### src/rtl/alu_arbiter.sv
// alu_arbiter: shares one ALU between the execute stage (port 0) and the
// address/branch-target helper (port 1). A granted request is registered,
// held on the ALU for one EXEC cycle, and the captured result is returned
// to the granted port over a valid/ready response channel.
// Build option: define ALU_ARB_FIXED_PRIO_EN for fixed priority (port 0
// wins every tie); by default ties are broken round-robin.
module alu_arbiter #(
  parameter int XLEN = 32,
  parameter int NREQ = 2
) (
  input  logic                 i_clk,
  input  logic                 i_rst_n,
  input  logic [NREQ-1:0]      i_req_valid,
  output logic [NREQ-1:0]      o_req_ready,
  input  logic [NREQ*XLEN-1:0] i_req_op1,
  input  logic [NREQ*XLEN-1:0] i_req_op2,
  input  logic [NREQ*10-1:0]   i_req_ctrl,
  output logic [NREQ-1:0]      o_rsp_valid,
  input  logic [NREQ-1:0]      i_rsp_ready,
  output logic [XLEN-1:0]      o_rsp_res,
  output logic                 o_rsp_br,
  output logic [XLEN-1:0]      o_alu_op1,
  output logic [XLEN-1:0]      o_alu_op2,
  output logic [9:0]           o_alu_ctrl,
  input  logic [XLEN-1:0]      i_alu_res,
  input  logic                 i_alu_take_branch
);

  typedef enum logic [1:0] {
    ST_IDLE = 2'd0,
    ST_EXEC = 2'd1,
    ST_RESP = 2'd2
  } state_t;

  state_t            r_state;
  logic [XLEN-1:0]   r_op1;
  logic [XLEN-1:0]   r_op2;
  logic [9:0]        r_ctrl;
  logic [XLEN-1:0]   r_res;
  logic              r_br;
  logic              r_gnt;
  logic              r_last;
  logic [NREQ-1:0]   r_rsp_valid;

  logic              w_winner;
  logic              w_any_valid;
  logic              w_rsp_hs;
  logic              w_accept;
  logic [XLEN-1:0]   w_op1;
  logic [XLEN-1:0]   w_op2;
  logic [9:0]        w_ctrl;

  // Winner selection among the currently valid requesters.
  always_comb begin
    w_winner    = 1'b0;
    w_any_valid = |i_req_valid;
    if (i_req_valid == 2'b11) begin
`ifdef ALU_ARB_FIXED_PRIO_EN
      w_winner = 1'b0;
`else
      w_winner = ~r_last;
`endif
    end else if (i_req_valid[1]) begin
      w_winner = 1'b1;
    end else begin
      w_winner = 1'b0;
    end
  end

  // Accept decision. In RESP a new request is taken back-to-back only when
  // the winner is the other port, so a port never sees req_ready and
  // rsp_valid together; a same-port follow-up is accepted from IDLE instead.
  always_comb begin
    w_rsp_hs = (r_state == ST_RESP) && i_rsp_ready[r_gnt];
    w_accept = 1'b0;
    case (r_state)
      ST_IDLE: w_accept = w_any_valid;
      ST_RESP: w_accept = w_rsp_hs && w_any_valid && (w_winner != r_gnt);
      default: w_accept = 1'b0;
    endcase
    if (!i_rst_n) begin
      w_accept = 1'b0;
    end else begin
      w_accept = w_accept;
    end
  end

  // Same-cycle ready to the winner and payload selection for the op register.
  always_comb begin
    o_req_ready    = 2'b00;
    o_req_ready[0] = w_accept & ~w_winner;
    o_req_ready[1] = w_accept & w_winner;
    if (w_winner) begin
      w_op1  = i_req_op1[XLEN +: XLEN];
      w_op2  = i_req_op2[XLEN +: XLEN];
      w_ctrl = i_req_ctrl[10 +: 10];
    end else begin
      w_op1  = i_req_op1[0 +: XLEN];
      w_op2  = i_req_op2[0 +: XLEN];
      w_ctrl = i_req_ctrl[0 +: 10];
    end
  end

  // Op register, grant and round-robin history, loaded only on accept.
  always_ff @(posedge i_clk) begin
    if (!i_rst_n) begin
      r_op1  <= {XLEN{1'b0}};
      r_op2  <= {XLEN{1'b0}};
      r_ctrl <= 10'd0;
      r_gnt  <= 1'b0;
      r_last <= 1'b1;
    end else if (w_accept) begin
      r_op1  <= w_op1;
      r_op2  <= w_op2;
      r_ctrl <= w_ctrl;
      r_gnt  <= w_winner;
      r_last <= w_winner;
    end
  end

  // Control FSM: result capture in EXEC, response handshake in RESP.
  always_ff @(posedge i_clk) begin
    if (!i_rst_n) begin
      r_state     <= ST_IDLE;
      r_res       <= {XLEN{1'b0}};
      r_br        <= 1'b0;
      r_rsp_valid <= 2'b00;
    end else begin
      case (r_state)
        ST_IDLE: begin
          if (w_accept) begin
            r_state <= ST_EXEC;
          end
        end
        ST_EXEC: begin
          r_res       <= i_alu_res;
          r_br        <= i_alu_take_branch;
          r_rsp_valid <= r_gnt ? 2'b10 : 2'b01;
          r_state     <= ST_RESP;
        end
        ST_RESP: begin
          if (w_rsp_hs) begin
            r_rsp_valid <= 2'b00;
            r_state     <= w_accept ? ST_EXEC : ST_IDLE;
          end
        end
        default: begin
          r_rsp_valid <= 2'b00;
          r_state     <= ST_IDLE;
        end
      endcase
    end
  end

  assign o_alu_op1   = r_op1;
  assign o_alu_op2   = r_op2;
  assign o_alu_ctrl  = r_ctrl;
  assign o_rsp_valid = r_rsp_valid;
  assign o_rsp_res   = r_res;
  assign o_rsp_br    = r_br;

endmodule
### config.mk
export PLATFORM = sky130hd
export DESIGN_NAME = alu_arbiter
export DESIGN_NICKNAME = d
export VERILOG_FILES = /design/src/rtl/alu_arbiter.sv
export SDC_FILE = /design/constraint.sdc
export NUM_CORES = 1
export LEC_CHECK = 0
export CORE_MARGIN = 5
export CORE_UTILIZATION = 37
export CTS_BUF_LIST = sky130_fd_sc_hd__clkbuf_8
export DETAILED_ROUTE_END_ITERATION = 12
export PLACE_DENSITY = 0.83
export RECOVER_POWER = 100
export SETUP_SLACK_MARGIN = 0.5
export SYNTH_ARGS = -nofsm -noshare
export SYNTH_HDL_FRONTEND = slang
export SYNTH_SLANG_ARGS = --single-unit
### constraint.sdc
create_clock -name i_clk -period 1.55 [get_ports i_clk]
set_input_delay 0.31 -clock i_clk [delete_from_list [all_inputs] [get_ports i_clk]]
set_output_delay 0.31 -clock i_clk [all_outputs]
set_load 0.05 [all_outputs]
**After elaboration in Yosys (flattened, before gate mapping)**

Cells that the tools add are included.

- Reduce and logical (&&, ||, !) cells: 7
- $lt $le $gt $ge: 1
- Muxes and demuxes: 16
- Eq/ne operators: 6
- Bitwise logic cells: 5

Operators by type and width:

| operator | count |
|---|---|
| two-way mux 32 bit | 2 |
| one-hot mux 2 bit (3 select lines) | 2 |
| two-way mux 10 bit | 1 |
| two-way mux 2 bit | 4 |
| two-way mux 1 bit | 6 |
| == test 2 bit, second input constant | 2 |
| != test 2 bit, second input constant | 2 |
| AND reduction 2 bit | 2 |
| logical AND 1 bit | 3 |
| inverter 1 bit | 3 |
| bitwise AND 1 bit | 2 |
| == test 2 x 1 -> 1 bit, second input constant | 1 |
| logical NOT 2 bit | 1 |
| less-than comparator 1 x 2 -> 1 bit, second input constant | 1 |
| one-hot mux 1 bit (2 select lines) | 1 |
| OR reduction 2 bit | 1 |
| != test 1 bit | 1 |

- Output and inout bits: 111
- Bits in registers: 113
- Logic and storage cells: 44
- Input port bits: 187

**Depth between registers and ports, before layout**

Gate-level depths: netlist of run 1.

- Depth after elaboration: 10
- Mapped depth: 7
- Mapped depth without buffers: 4

**Least setup slack after synthesis of run 1**

Ideal clock, no wire load.

- Kind: register -> register
- Start point: register r_state[1]
- End point: register r_ctrl[1], in the netlist o_alu_ctrl[1]
- Buffers on the path: 2
- Period minus slack after synthesis: 1,463 ps
- Slack: 87 ps
- Data arrival time: 1,342 ps
- Setup time: 122 ps
- Required time: 1,428 ps
- Cell stages (with the launch flop): 7
- Path through: dfxtp_1 -> buf_4 -> inv_1 -> o21ai_1 -> nor2_1 -> buf_2 -> a221o_1

- Word-level cells in the longest chain between the ends: 6
- Elaborated cells between the ends (all ways): 7
- Those cells by class: eq/ne (1); mux (2); reduce/logical (4)

Ends and longest elaborated chain:

| element | RTL line | text |
|---|---|---|
| from (decl) | 35 | `state_t r_state;` |
| from (signal assigned) | 144 | `r_state <= w_accept ? ST_EXEC : ST_IDLE;` |
| == test 2 bit | 74, 76 |  |
| logical AND 1 bit | 74 | `w_rsp_hs = (r_state == ST_RESP) && i_rsp_ready[r_gnt];` |
| logical AND 1 bit (2 in a row) | 78 | `ST_RESP: w_accept = w_rsp_hs && w_any_valid && (w_winner != r_gnt);` |
| one-hot mux 1 bit (2 select lines) (*) | 76 | `case (r_state)` |
| two-way mux 1 bit (*) | 81 | `if (!i_rst_n) begin` |
| to (signal assigned) | 115 | `r_ctrl <= w_ctrl;` |
| to (decl) | 38 | `logic [9:0] r_ctrl;` |

Every way passes the cells marked *; elsewhere a longest branch is shown, timed or not.
A chain may end at the register's enable or synchronous reset.

**Final worst setup path of run 1**

- Start point: register r_last
- End point: register r_op2[19], in the netlist o_alu_op2[19]

- Word-level cells in the longest chain between the ends: 6
- Elaborated cells between the ends (all ways): 7
- Those cells by class: eq/ne (1); mux (4); bitwise (1); reduce/logical (1)

Ends and longest elaborated chain:

| element | RTL line | text |
|---|---|---|
| from (decl) | 42 | `logic r_last;` |
| from (signal assigned) | 117 | `r_last <= w_winner;` |
| inverter 1 bit (*) | 61 | `w_winner = ~r_last;` |
| two-way mux 1 bit (*) | 57 | `if (i_req_valid == 2'b11) begin` |
| != test 1 bit | 78 |  |
| logical AND 1 bit | 78 |  |
| one-hot mux 1 bit (2 select lines) | 76 |  |
| two-way mux 1 bit | 81 |  |
| to (signal assigned) | 108 | `r_op2 <= {XLEN{1'b0}};` |
| to (signal assigned) | 114 | `r_op2 <= w_op2;` |
| to (decl) | 37 | `logic [XLEN-1:0] r_op2;` |

Marked as above.

==> results of run 1 <==
-- metrics by stage --
step	setup WS (ns)	std cells
after floorplan	0.204	510
after global placement	-0.462	929
after detailed placement	-0.541	929
after CTS	-0.321	1023
after global routing	-0.574	1067
final	-0.547	1067
-- worst paths after layout --
kind	start	end	slack, ns
worst max-delay path	r_last	o_alu_op2[19]	-0.55
worst min-delay path	i_rst_n	o_rsp_valid[1]	0.25
worst max register to register	r_last	o_alu_op2[19]	-0.55
worst min register to register	o_alu_op2[23]	o_alu_op2[23]	0.49
-- metal layers --
layer	vias up	part of all wire	track usage
li1	2656	-	-
met1	3357	0.31	0.375
met2	836	0.46	0.607
met3	329	0.11	0.109
met4	0	0.12	0.174
met5	-	0	0
-- cells by family (layout without fill, tap and decap cells) --
logic type,Yosys count,in the layout
AOI/OAI and AO/OA,187,187
buffers and inverters,53,462
DFF,113,113
muxes,1,1
other,0,1
and+or+nand+nor,156,156
-- state kept, by name, summed over array words and instances (netlist names) --
| name | count |
|---|---|
| o_alu_op1 | 32 |
| o_alu_op2 | 32 |
| o_rsp_res | 32 |
| o_alu_ctrl | 10 |
| o_rsp_valid | 2 |
| r_state | 2 |
| o_rsp_br | 1 |
| r_gnt | 1 |
| r_last | 1 |
-- cell usage in the layout (no fill, tap or decap), drive strengths merged, types with 4 or more instances in the layout --
| cell type | count |
|---|---|
| buf | 192 |
| clkdlybuf4s50 | 182 |
| nand2 | 132 |
| dfxtp | 113 |
| clkbuf | 69 |
| a22oi | 63 |
| o22ai | 63 |
| a21oi | 36 |
| and2 | 12 |
| a221o | 11 |
| inv | 6 |
| nor2 | 5 |
| o21ai | 5 |
| bufinv | 4 |
-- worst min-delay path, stage by stage --
cell and delay [ns]:
buf_2 0.15, inv_2 0.17, a21oi_2 0.06
-- repair_timing --
action,4_1_cts,5_1_grt
gates cloned,18,2
resized for setup,455,147
buffers inserted,44,41
pin swaps,53,51
hold buffers,0,0
endpoints found under the setup margin,224,224
-- cell type report --
type	instances	area share
repair buffers	426	0.432
clock inverters	12	0.0160
inverters	4	0.00134
multi-input cells	344	0.292
flip-flops and latches	113	0.218
well taps	147	0.0165
diodes	1	0.000224
clock buffers	20	0.0247
-- power by group through the flow --
stage               Sequential [mW]  Combinational [mW]  Clock [mW]
finish                         3.79                5.94        3.48
global route                   3.80                5.98        3.56
CTS                            3.73                5.27        3.23
detailed placement             3.60                3.78           0
global placement               3.58                3.72           0
floorplan                      4.83                1.01           0
==> results.sh, run 1 <==
export IMPL_grt_usage=0.347
export IMPL_path_buf_inv=6
export IMPL_min_period_over_period=1.35
export IMPL_slew_violations=0
export IMPL_ys_flop_type="dfxtp_1"
export IMPL_worstSetupEndpointType="flop"
export IMPL_dieArea_um2=14400
export IMPL_cts_sinks=113
export IMPL_crit_arrival_ns=2.45
export IMPL_die_h_um=120
export IMPL_r2r_cells=10
export IMPL_ys_types=32
export IMPL_ys_seq_elements=113
export IMPL_synth_edf_count=0
export IMPL_layout_setup_ws_ns=-0.547
export IMPL_worstSetupStartpointType="flop"
export IMPL_synth_cells=510
export IMPL_path_clk_slew_ns=0.09
export IMPL_p_leak_nw=4.68
export IMPL_remaining_drc_errors=0
export IMPL_dpl_cell_area_um2=7800
export IMPL_grt_max_degree=41
export IMPL_clockRootBuffer="clkbuf_8"
export IMPL_critPathMaxFanout=7
export IMPL_hold_viol_final=0
export IMPL_worstHoldPathType="in -> reg"
export IMPL_antenna_found_initial=1
export IMPL_relSlewSlack=0.516
export IMPL_synthArstFlopShare=0
export IMPL_synth_top_area_cell="dfxtp_1"
export IMPL_path_common_cell="buf_6"
export IMPL_synth_common_cells="nand2_1 (131), dfxtp_1 (113), a22oi_1 (63), o22ai_1 (63), a21oi_1 (36)"
export IMPL_num_io_pins=298
export IMPL_synth_top_area_share=0.506
export IMPL_ys_warn_count=0
export IMPL_tightest_slew_ns=0.721
export IMPL_start_util=0.375
export IMPL_cap_violations=0
export IMPL_critPathTopFamily="compound AO/OA/AOI/OAI gates"
export IMPL_synthSimpleGateAreaFrac=0.146
export IMPL_pwr_density_cell_nw_per_um2=1180
export IMPL_rows=40
export IMPL_max_stage_delay_ns=0.36
export IMPL_synth_fp_nets=697
export IMPL_crit_path_top_delay_cell="dfxtp_2"
export IMPL_path_depth=10
export IMPL_overflow=0
export IMPL_via_per_inst=6.73
export IMPL_cts_tree="done"
export IMPL_num_vias=7178
export IMPL_first_pass_iters=6
export IMPL_clkLatencyLatePin_ns=0.47
export IMPL_drt_total_wl_um=37400
export IMPL_regArea_um2=2430
export IMPL_htree_levels=4
export IMPL_cts_buffer_depth=2
export IMPL_clock_skew_ns=0.0178
export IMPL_synthesis_area_um2=4470
export IMPL_fmax_mhz=477
export IMPL_fillCellCount=205
export IMPL_syn_avg_cell_area_um2=8.77
export IMPL_multi_input_area_um2=3260
export IMPL_crit_type="reg -> reg"
export IMPL_yosysSeqAreaShare=0.506
export IMPL_wl_per_cell_um=35.0
export IMPL_drt_iter0_markers=836
export IMPL_synthAdderAreaFrac=0
export IMPL_timing_setup_tns_ns=-33.04
export IMPL_violations="setup timing"
export IMPL_ant_nets=0
export IMPL_fin_crit_ns=2.10
export IMPL_setup_viol=97
export IMPL_hpwl_um=12700
export IMPL_area_delta_synth_final_pct=150
export IMPL_clockPowerShare=0.264
export IMPL_synth_top_family_by_area="compound AO/OA/AOI/OAI gates"
export IMPL_p_int_mw=7.87
export IMPL_finalCoreUtilization=0.937
export IMPL_synth_compound_area_share=0.288
export IMPL_final_nets=1093
export IMPL_drive_gt1_frac=0.635
export IMPL_synthTopCellsByArea="dfxtp_1 (51%), nand2_1 (11%), a22oi_1 (11%)"
export IMPL_combPwrFrac=0.449
export IMPL_hold_path_depth=3
export IMPL_portBuffers=297
export IMPL_yosysMostFrequentCell="nand2_1"
export IMPL_final_area_um2=11200
export IMPL_power_total_mw=13.2
export IMPL_cts_made_buffers=17
export IMPL_p_sw_frac=0.404
export IMPL_core_um2=11900
export IMPL_finalHoldWorstSlack_ns=0.253
export IMPL_status="finished with violations"
export IMPL_p_switching_mw=5.34
export IMPL_synth_xor_area_share=0
export IMPL_grt_pass1_vias=6552
export IMPL_cp_cell_sequence="a21boi_4 -> buf_6 -> buf_6 -> buf_6 -> buf_6 -> a21o_4 -> buf_6 -> buf_16 -> o22ai_2 -> a22oi_1"
export IMPL_synthMuxAreaShare=0.00224
export IMPL_grt_setup_unrepaired="yes"
export IMPL_ir_drop_v=0.000840
export IMPL_cp_data_required_time_ns=1.90
export IMPL_gp_congestion=0.812
export IMPL_die_x_um=120
export IMPL_grt_pass1_wl_um=38400
export IMPL_power_frac_seq=0.287
No activity file was read; power rests on OpenSTA's default activity.
==> run 2: changes to the inputs <==
--- a/config.mk
+++ b/config.mk
@@ -6,10 +6,9 @@
 export NUM_CORES = 1
 export LEC_CHECK = 0
 export CORE_MARGIN = 5
-export CORE_UTILIZATION = 37
-export CTS_BUF_LIST = sky130_fd_sc_hd__clkbuf_8
+export CORE_UTILIZATION = 36
 export DETAILED_ROUTE_END_ITERATION = 12
-export PLACE_DENSITY = 0.83
+export PLACE_DENSITY = 0.81
 export RECOVER_POWER = 100
 export SETUP_SLACK_MARGIN = 0.5
 export SYNTH_ARGS = -nofsm -noshare
==> run 2 against run 1 <==
The run still ends with setup timing left. Clock skew down 0.0029 ns. Global-route usage down 2.9 points. Sequential power about the same. Combinational power down 5.1%. Clock-buffer cell count down 3. Worst hold slack better by 0.19 ns. Register-to-register slack better by 0.22 ns. Utilization up 0.25 points. Wire length down 21%. Critical path type is now reg -> out. Largest cell class unchanged.
==> results.sh, run 2 (same netlist as run 1, synthesis figures left out) <==
export IMPL_status="finished with violations"
export IMPL_violations="setup timing"
export IMPL_combPwrFrac=0.410
export IMPL_first_pass_iters=5
export IMPL_portBuffers=297
export IMPL_worstSetupStartpointType="flop"
export IMPL_grt_usage=0.318
export IMPL_grt_setup_unrepaired="yes"
export IMPL_grt_pass1_wl_um=36000
export IMPL_path_buf_inv=2
export IMPL_drive_gt1_frac=0.616
export IMPL_cap_violations=0
export IMPL_max_stage_delay_ns=0.37
export IMPL_p_int_mw=8.67
export IMPL_grt_max_degree=37
export IMPL_num_io_pins=298
export IMPL_overflow=0
export IMPL_hold_viol_final=0
export IMPL_cts_sinks=113
export IMPL_ir_drop_v=0.000852
export IMPL_p_sw_frac=0.370
export IMPL_remaining_drc_errors=0
export IMPL_stdcell_count=1078
export IMPL_dieArea_um2=14800
export IMPL_grt_pass1_vias=6371
export IMPL_power_frac_seq=0.277
export IMPL_worstSetupEndpointType="primary output"
export IMPL_critPathMaxFanout=4
export IMPL_die_h_um=121
export IMPL_area_delta_synth_final_pct=155
export IMPL_cp_cell_sequence="a21boi_4 -> buf_12 -> a2111oi_4 -> buf_12"
export IMPL_cts_hold_buf=0
export IMPL_fmax_mhz=523
export IMPL_tightest_slew_ns=0.759
export IMPL_rows=40
export IMPL_final_common_cell="clkdlybuf4s50_1"
export IMPL_path_common_cell="buf_12"
export IMPL_slew_violations=0
export IMPL_p_switching_mw=5.09
export IMPL_drt_iter0_markers=568
export IMPL_pwr_density_cell_nw_per_um2=1210
export IMPL_path_clk_slew_ns=0.06
export IMPL_timing_setup_tns_ns=-18.77
export IMPL_layout_setup_ws_ns=-0.361
export IMPL_die_x_um=121
export IMPL_critPathTopFamily="compound AO/OA/AOI/OAI gates"
export IMPL_gp_congestion=0.814
export IMPL_final_nets=1083
export IMPL_min_period_over_period=1.23
export IMPL_start_util=0.369
export IMPL_fin_crit_ns=1.91
export IMPL_drt_total_wl_um=29600
export IMPL_crit_type="reg -> out"
export IMPL_clockPowerShare=0.313
export IMPL_num_vias=6343
export IMPL_crit_path_top_delay_cell="dfxtp_2"
export IMPL_antenna_found_initial=2
export IMPL_cts_buffer_depth=2
export IMPL_worstHoldPathType="in -> reg"
export IMPL_cts_tree="done"
export IMPL_finalHoldWorstSlack_ns=0.442
export IMPL_clkLatencyLatePin_ns=0.43
export IMPL_relSlewSlack=0.491
export IMPL_wl_per_cell_um=27.4
export IMPL_setup_viol=79
export IMPL_place_inst=953
export IMPL_cp_data_required_time_ns=1.24
export IMPL_clockRootBuffer="clkbuf_16"
export IMPL_via_per_inst=5.88
export IMPL_hpwl_um=13000
export IMPL_htree_levels=4
export IMPL_core_um2=12100
export IMPL_ant_nets=0
export IMPL_clock_skew_ns=0.0150
export IMPL_p_leak_nw=4.75
export IMPL_cts_made_buffers=17
export IMPL_final_cell_mix="clkdlybuf4s50_1 (181), dfxtp_2 (97), buf_8 (89)"
export IMPL_crit_arrival_ns=1.60
-- run 2: area by class of cell --
class / instances / area, um2
Antenna cell: 1 / 2.50
Clock buffer: 17 / 425
Clock inverter: 15 / 195
Fill cell: 328 / 729
Inverter: 4 / 17.5
Multi-Input combinational cell: 345 / 2950
Sequential cell: 113 / 2440
Tap cell: 168 / 210
Timing Repair Buffer: 415 / 5140
-- run 2: path summary, 6_finish.rpt --
kind | startpoint | end | cells past startpoint | slack (ns)
max | r_last | o_req_ready[0] | 4 | -0.36
max reg2reg | r_last | o_alu_op2[23] | 9 | -0.33
min | i_rsp_ready[0] | r_gnt | 3 | 0.44
min reg2reg | o_alu_op2[16] | o_alu_op2[16] | 2 | 0.48
-- run 2: per-layer routing --
layer,track usage,vias up,share of wire
met5,0,-,0.00047
met4,0.153,2,0.059
met3,0.0914,143,0.098
met2,0.593,493,0.51
met1,0.322,3064,0.33
li1,-,2641,-
-- run 2: worst reg2reg max path, delay by kind of cell, from the launching register on --
kind	cells	cell delay (ns)
flops	1	0.34
compound gates	2	0.45
buf+inv	5	0.69
simple gates	2	0.30
-- run 2: timing repair --
item                                    in CTS  in global routing
gates resized for setup                    391                146
gates cloned                                13                  2
endpoints found under the setup margin     224                224
pin swaps                                   39                 45
buffers inserted                            44                 33
-- run 2: metrics by stage --
step                      worst slack, ns  area (um2)  utilization  total power [mW]
after floorplan                     0.204        4790            -              5.83
after global placement             -0.446        7950        0.657              7.40
after detailed placement           -0.504        7950        0.657              7.47
after CTS                          -0.259       10600        0.873              12.9
after global routing               -0.365       11400        0.940              14.1
final                              -0.361       11400        0.940              13.8
-- run 2: power by group through the flow --
stage                     Combinational [mW]  Sequential (mW)  Clock, mW
after floorplan                         1.01             4.83          0
after global placement                  3.81             3.59          0
after detailed placement                3.87             3.61          0
after CTS                               5.02             3.74       4.15
after global routing                    5.78             3.84       4.44
final                                   5.64             3.81       4.31
==> run 3: changes to the inputs <==
--- a/config.mk
+++ b/config.mk
@@ -8,6 +8,7 @@
 export CORE_MARGIN = 5
 export CORE_UTILIZATION = 36
 export DETAILED_ROUTE_END_ITERATION = 12
+export HOLD_SLACK_MARGIN = 0.05
 export PLACE_DENSITY = 0.81
 export RECOVER_POWER = 100
 export SETUP_SLACK_MARGIN = 0.5
==> results of run 3 <==
Same layout as run 2: the final DEF is identical, and so are final timing and power.
